$ cat config.mk
export PLATFORM = sky130hd
export DESIGN_NAME = pdm_shift_line
export DESIGN_NICKNAME = d
export VERILOG_FILES = /design/src/rtl/pdm_shift_line.sv
export SDC_FILE = /design/constraint.sdc
export NUM_CORES = 1
export LEC_CHECK = 0
export CAP_MARGIN = 10
export CELL_PAD_IN_SITES_DETAIL_PLACEMENT = 0
export CELL_PAD_IN_SITES_GLOBAL_PLACEMENT = 2
export CORE_AREA = 2 2 39 41
export CTS_BUF_LIST = sky130_fd_sc_hd__clkbuf_16
export CTS_CLUSTER_DIAMETER = 30
export DETAILED_ROUTE_END_ITERATION = 12
export DIE_AREA = 0 0 41 43
export HOLD_SLACK_MARGIN = 0.06
export PLACE_DENSITY_LB_ADDON = 0.1
export SETUP_SLACK_MARGIN = 0.02
export SKIP_CTS_REPAIR_TIMING = 1
export SYNTH_ARGS = -nofsm -noshare
export SYNTH_HDL_FRONTEND = slang
export SYNTH_SLANG_ARGS = --single-unit
$ cat constraint.sdc
create_clock -name clk -period 1.7 [get_ports clk]
set_clock_uncertainty 0.15 [all_clocks]
set_input_delay 0.17 -clock clk [delete_from_list [all_inputs] [get_ports clk]]
set_output_delay 0.17 -clock clk [all_outputs]
set_load 0.005 [all_outputs]
$ cat src/rtl/pdm_shift_line.sv
// Sample history: taps[0] is the newest sample and taps[DEPTH-1] the oldest.
module pdm_shift_line #(
  parameter int DEPTH = 10
) (
  input  logic             clk,
  input  logic             rst,
  input  logic             din,
  output logic [DEPTH-1:0] taps
);

  logic [DEPTH-1:0] taps_q;
  logic [DEPTH-1:0] taps_d;

  // The shift form is also valid when DEPTH is 1.
  always_comb begin
    taps_d = (taps_q << 1) | DEPTH'(din);
  end

  always_ff @(posedge clk) begin
    if (rst) begin
      taps_q <= '0;
    end else begin
      taps_q <= taps_d;
    end
  end

  assign taps = taps_q;

endmodule

-- After elaboration in Yosys (flattened, before gate mapping)
Cells that the tools add are included.
- output and inout port bits: 10
- word-level logic and storage cells: 2
- bits in registers: 10
- input port bits: 3
- bitwise gates (word level): 1
- operator list (operator ; number):
    $or A10 B1 Y10 ; 1

-- Depth between registers and ports, before layout
Gate-level depths: netlist (run 1).
- word-level depth: 1
- mapped depth: 1
- mapped depth without buffers: 1

-- Least setup slack after synthesis (run 1)
Ideal clock, no wire load.
- path kind: register -> register
- from: register taps_q[0], in the netlist taps[0]
- to: register taps_q[1], in the netlist taps[1]
- clock period less this slack: 671 ps
- arrival: 407 ps
- required time: 1436 ps
- buffers on the path: 0
- setup time: 114 ps
- path slack: 1029 ps
- cell stages (with the launch flop): 2
- cells stage by stage: dfxtp_1 > nor2b_1
- cells in the longest elaborated chain, start to end: 1
- ends and longest elaborated chain (item ; line ; text):
    start, declared ; 11 ; logic [DEPTH-1:0] taps_q;
    start signal, assigned ; 23 ; taps_q <= taps_d;
    $or A10 B1 Y10 ; 16 ; taps_d = (taps_q << 1) | DEPTH'(din);
Every way passes these cells.
A chain may end at the register's enable or synchronous reset.

-- Worst setup path after layout (run 1)
- from: register taps_q[1], in the netlist taps[1]
- to: output port taps[1]
- RTL lines (item ; line ; text):
    end, declared ; 8 ; output logic [DEPTH-1:0] taps
No word-level cell between the ends.

==> results of run 1 <==
power breakdown:
group / switching, uW / internal (uW) / total [uW]
sequential: 1.64 / 239 / 241
combinational: 5.92 / 11.9 / 17.9
clock: 102 / 308 / 409
total: 109 / 559 / 668
worst min-delay path by stage:
stage,slack [ns],from,end,cells after the start
after floorplan,0.09,rst,taps[0],1
after global placement,0.30,taps[2],taps[3],1
after detailed placement,0.31,taps[1],taps[2],1
after CTS,0.32,taps[4],taps[5],1
after global routing,0.33,taps[5],taps[6],1
final,0.31,taps[4],taps[5],1
synthesized netlist by cell type:
master	n
nor2b_1	10
dfxtp_1	10
final cells by class:
cell class	instances	area, sq um
clock buffers	3	75.07
clock inverters	1	3.754
fillers	143	902.1
multi-input cells	10	62.56
flip-flops and latches	10	200.2
well taps	16	20.02
repair buffers	12	120.1
stage by stage:
stage	instance area [sq um]	power, uW	hold WS [ns]	utilization	worst slack, ns
after floorplan	262.8	247.8	0.09161	-	1.029
final	481.7	668.2	0.3093	0.3481	0.3274
after CTS	481.7	675.2	0.3152	0.3481	0.3225
after global placement	402.9	262.8	0.3010	0.2911	0.5033
after detailed placement	402.9	263.0	0.3081	0.2911	0.4627
after global routing	481.7	698.6	0.3264	0.3481	0.2797
routing by layer:
layer  vias to the layer above  part of all wire
met5                         -                 0
met4                         0             0.017
met3                         2              0.11
met2                        10              0.45
met1                        80              0.43
li1                         91                 -
cells by family after synthesis:
kind of cell     count (synthesis)  synth area share
DFF                             10            0.7619
and+or+nand+nor                 10            0.2381
==> metrics, run 1 <==
M1 GR Usage=0.07166; Setup crit end=taps[1]; critical path arrival=1.05 ns; CTS max path bufs=2; largest cells by area after synthesis=dfxtp_1, nor2b_1; Final setup violation count=0; CTS Buf Count=3; gp weighted congestion=between 0.5 and 0.6; max_cap viols=0; Critical Path Sink Type=output pin; GR peak layer=met2; syn avg cell area=13.14 sq um; DRC=0; Die Area=1763 sq um; Post-Layout Cell Count=52; Syn Nets=23; normalized max-slew margin=0.7730; total track usage=0.06855; die height=roughly 43 um; instance count on the critical path=1; CTS H-Tree Depth=1; worst-path maximum fanout=2; vias per cell=3.519; worst r2r src=taps[6]; wirelength, routed=~470 um; # IOs=13; top-area cell type share of the netlist area=0.7619; actual slew at the worst max-slew pin=approximately 0.34 ns; number of global-route vias before repair=approximately 200; largest net degree at the start of global routing=11; Hold Path Class=reg2reg; drt pass-1 iters=1; first-pass GRT wire length=765 um; most frequent cells in the layout=clkdlybuf4s50_1, nor2b_1, dfxtp_1; WL/cell=9.038 um; # port buffers=12; GR met3 Demand/Resource=0.03141; synth warn=0; max FFs per register=10; CTS tree=built; CP Launch Type=register; worst path cell trace=clkdlybuf4s50_1; Yosys reg bits=10; FF-to-FF path depth=1; vias post-DR=183; core box area=1384 sq um; run status=complete, no violations; most common cell after layout, fill and taps aside=clkdlybuf4s50_1; routing usage on met2=0.09688; Cell Area, Synth=262.8 sq um; initial antenna violation count=0; clock-pin slew on the worst setup and hold paths=0.04 ns; clk sinks=10; fin. max-slew vios=0; width of the die=41 um; GR Overflow Total=0; 1st-iter DRT viols=0; post-layout min period=around 1.4 ns; Fin. Hold Viols=0; Clock Latency Late Sink=0.23 ns; cell total after placement=48; max incr delay on CP=0.50 ns; n_diodes=0; setup TNS=0 ns; area leader, netlist=dfxtp_1; VDD IR-drop max=roughly 0.86 mV; fin crit share=0.8074; post-synthesis cell type count=2; Area growth, synth to finish=83.33%; Slowest-stage cell, CP=clkdlybuf4s50_1; Top Family by Delay on Critical Path=buffers and inverters; Initial Util=0.1899; crit path kind=reg2out; total power divided by cell area=1387 nW/um^2; num rows=14; clock root buffer=clkbuf_16; Bufs and invs on worst path=1; WP data required=1.38 ns; f_max=728.6 MHz; R2R Setup Slk=1.00 ns; Syn Inst Count=20; post-detailed-route count of antenna-violating nets=0; RSZ-0062 raised after global routing=no; sequential area share after synthesis=0.7619; fin nets=40; P_leak=about 0.00018 uW; layout cells sized above 1=0.08333; crit path from=taps[1]; Reg-to-Reg End=taps[7]
(Power assumes the default switching activity.)
==> run 2: changes to the inputs <==
--- a/config.mk
+++ b/config.mk
@@ -8,11 +8,10 @@
 export CAP_MARGIN = 10
 export CELL_PAD_IN_SITES_DETAIL_PLACEMENT = 0
 export CELL_PAD_IN_SITES_GLOBAL_PLACEMENT = 2
-export CORE_AREA = 2 2 39 41
+export CORE_UTILIZATION = 18
 export CTS_BUF_LIST = sky130_fd_sc_hd__clkbuf_16
 export CTS_CLUSTER_DIAMETER = 30
 export DETAILED_ROUTE_END_ITERATION = 12
-export DIE_AREA = 0 0 41 43
 export HOLD_SLACK_MARGIN = 0.06
 export PLACE_DENSITY_LB_ADDON = 0.1
 export SETUP_SLACK_MARGIN = 0.02
==> constraint.sdc (replaced) <==
create_clock -name clk -period 1.25 [get_ports clk]
set_clock_uncertainty 0.15 [all_clocks]
set_input_delay 0.125 -clock clk [delete_from_list [all_inputs] [get_ports clk]]
set_output_delay 0.125 -clock clk [all_outputs]
set_load 0.005 [all_outputs]
==> run 2 against run 1 <==
Against the previous run:
- global-route usage rose by 0.74 points
- die area down 8.3%
- hold slack got worse by 0.012 ns
- clock power up 32%
- routed wire length fell by 3.8%
- count of clock-buffer cells in the layout unchanged
- critical path depth is the same
- via count rose by 0.55%
- flip-flop and latch count did not move
- cell count down 3.8%
- largest cell class unchanged
- first-iteration DRC count is 2 higher
==> metrics, run 2 (same netlist as run 1, synthesis figures left out) <==
Die Area=1616 sq um (was 1763 sq um); VDD IR-drop max=1.179 mV (was 0.8579 mV); total track usage=0.07595 (was 0.06855); GR Overflow Total=0 (unchanged); Slowest-stage cell, CP=dfxtp_1 (was clkdlybuf4s50_1); Hold Path End=taps[0] (was taps[5]); RSZ-0062 raised after global routing=no (unchanged); Top Family by Delay on Critical Path=flip-flops (was buffers and inverters); Worst Hold Path Cells=2 (was 1); fin. max-slew vios=0 (unchanged); crit path kind=reg2out (unchanged); Fin. Hold Viols=0 (unchanged); Initial Util=0.1970 (was 0.1899); vias post-DR=184 (was 183); initial antenna violation count=0 (unchanged); width of the die=40.21 um (was 41 um); setup TNS=0 ns (unchanged); CP Launch Type=register (unchanged); drt pass-1 iters=2 (was 1); # IOs=13 (unchanged); critical path arrival=0.67 ns (was 1.05 ns); total power divided by cell area=1772 nW/um^2 (was 1387 nW/um^2); worst-path maximum fanout=2 (unchanged); R2R Setup Slk=0.56 ns (was 1.00 ns); Hold Worst Slack=0.2974 ns (was 0.3093 ns); CTS H-Tree Depth=1 (unchanged); wirelength, routed=452 um (was 470 um); WP data required=0.98 ns (was 1.38 ns); core box area=1334 sq um (was 1384 sq um); CTS max path bufs=2 (unchanged); 1st-iter DRT viols=2 (was 0); max_cap viols=0 (unchanged); WL/cell=9.040 um (was 9.038 um); n_diodes=0 (unchanged); FF-to-FF path depth=1 (unchanged); clock-pin slew on the worst setup and hold paths=0.04 ns (about the same); worst r2r src=taps[6] (unchanged); P_leak=0.0003608 uW (was 0.0001844 uW); gp weighted congestion=0.5295 (was 0.5180); Clock Latency Late Sink=0.23 ns (about the same); clk sinks=10 (unchanged); actual slew at the worst max-slew pin=0.3385 ns (was 0.3395 ns); Final setup violation count=0 (unchanged); fin nets=40 (unchanged); layout cells sized above 1=0.08571 (was 0.08333); num rows=13 (was 14); f_max=between 1000 and 1500 MHz; # port buffers=12 (unchanged); DRC=0 (unchanged); post-layout min period=0.9492 ns; max incr delay on CP=0.30 ns (was 0.50 ns); vias per cell=3.680 (was 3.519); Reg-to-Reg End=taps[7] (unchanged); fin crit share=0.7594; first-pass GRT wire length=655 um (was 765 um); most frequent cells in the layout=nor2b_1, dlymetal6s2s_1, dfxtp_1 (was clkdlybuf4s50_1, nor2b_1, dfxtp_1); post-detailed-route count of antenna-violating nets=0 (unchanged); number of global-route vias before repair=153 (was 195); run status=complete, no violations (unchanged); largest net degree at the start of global routing=11 (unchanged); max FFs per register=10 (unchanged); CTS tree=built (unchanged); Bufs and invs on worst path=1 (unchanged); die height=40.21 um (was 43 um); CTS Buf Count=3 (unchanged); Hold Path Class=in2reg (was reg2reg); hold_sp=din (was taps[4]); clock root buffer=clkbuf_16 (unchanged); worst path cell trace=dlymetal6s2s_1 (was clkdlybuf4s50_1); Area growth, synth to finish=90.95% (was 83.33%); normalized max-slew margin=0.7736 (was 0.7730); Critical Path Sink Type=output pin (unchanged)
## run 2: changes by cell type in the layout (fill, tap and decap cells not counted)
cell             change
clkdlybuf4s50_1     -10
clkinv_1             -1
dlymetal6s2s_1      +10
## run 2: layout make-up
type                       instances  area [sq um]
sequential                        10         200.2
tap                               15         18.77
clock buffer                       3         75.07
timing repair buffer              12         145.1
multi-input combinational         10         62.56
fill                             133         832.0
## run 2: per-stage QoR
step / instance area [sq um] / util / setup WS (ns) / power, uW / instances
detailed placement: 401.6 / 0.3011 / 0.06363 / 357.5 / 47
finish: 501.7 / 0.3762 / 0.3008 / 889.1 / 50
global placement: 401.6 / 0.3011 / 0.09932 / 357.3 / 47
CTS: 476.7 / 0.3574 / -0.08548 / 904.3 / 50
floorplan: 262.8 / - / 0.5789 / 337.0 / 20
global route: 501.7 / 0.3762 / 0.2410 / 928.3 / 50
## run 2: metal layers
metal / part of all wire / track usage
met1: 0.44 / 0.07071
met2: 0.41 / 0.08468
met3: 0.12 / 0.06667
met4: 0.015 / 0.1000
met5: 0 / 0
## run 2: worst max path at each step
stage | depth (start not counted) | slack (ns) | end | startpoint
global route | 1 | 0.24 | taps[7] | taps[7]
floorplan | 1 | 0.58 | taps[1] | taps[0]
global placement | 2 | 0.1 | taps[2] | rst
CTS | 1 | -0.09 | taps[0] | taps[0]
detailed placement | 2 | 0.06 | taps[7] | rst
finish | 1 | 0.30 | taps[7] | taps[7]
## run 2: power by group
part / total, uW / internal (uW) / switching, uW
Clock: 539 / 413 / 126
Sequential: 328 / 326 / 1.99
Combinational: 22.4 / 14.7 / 7.71
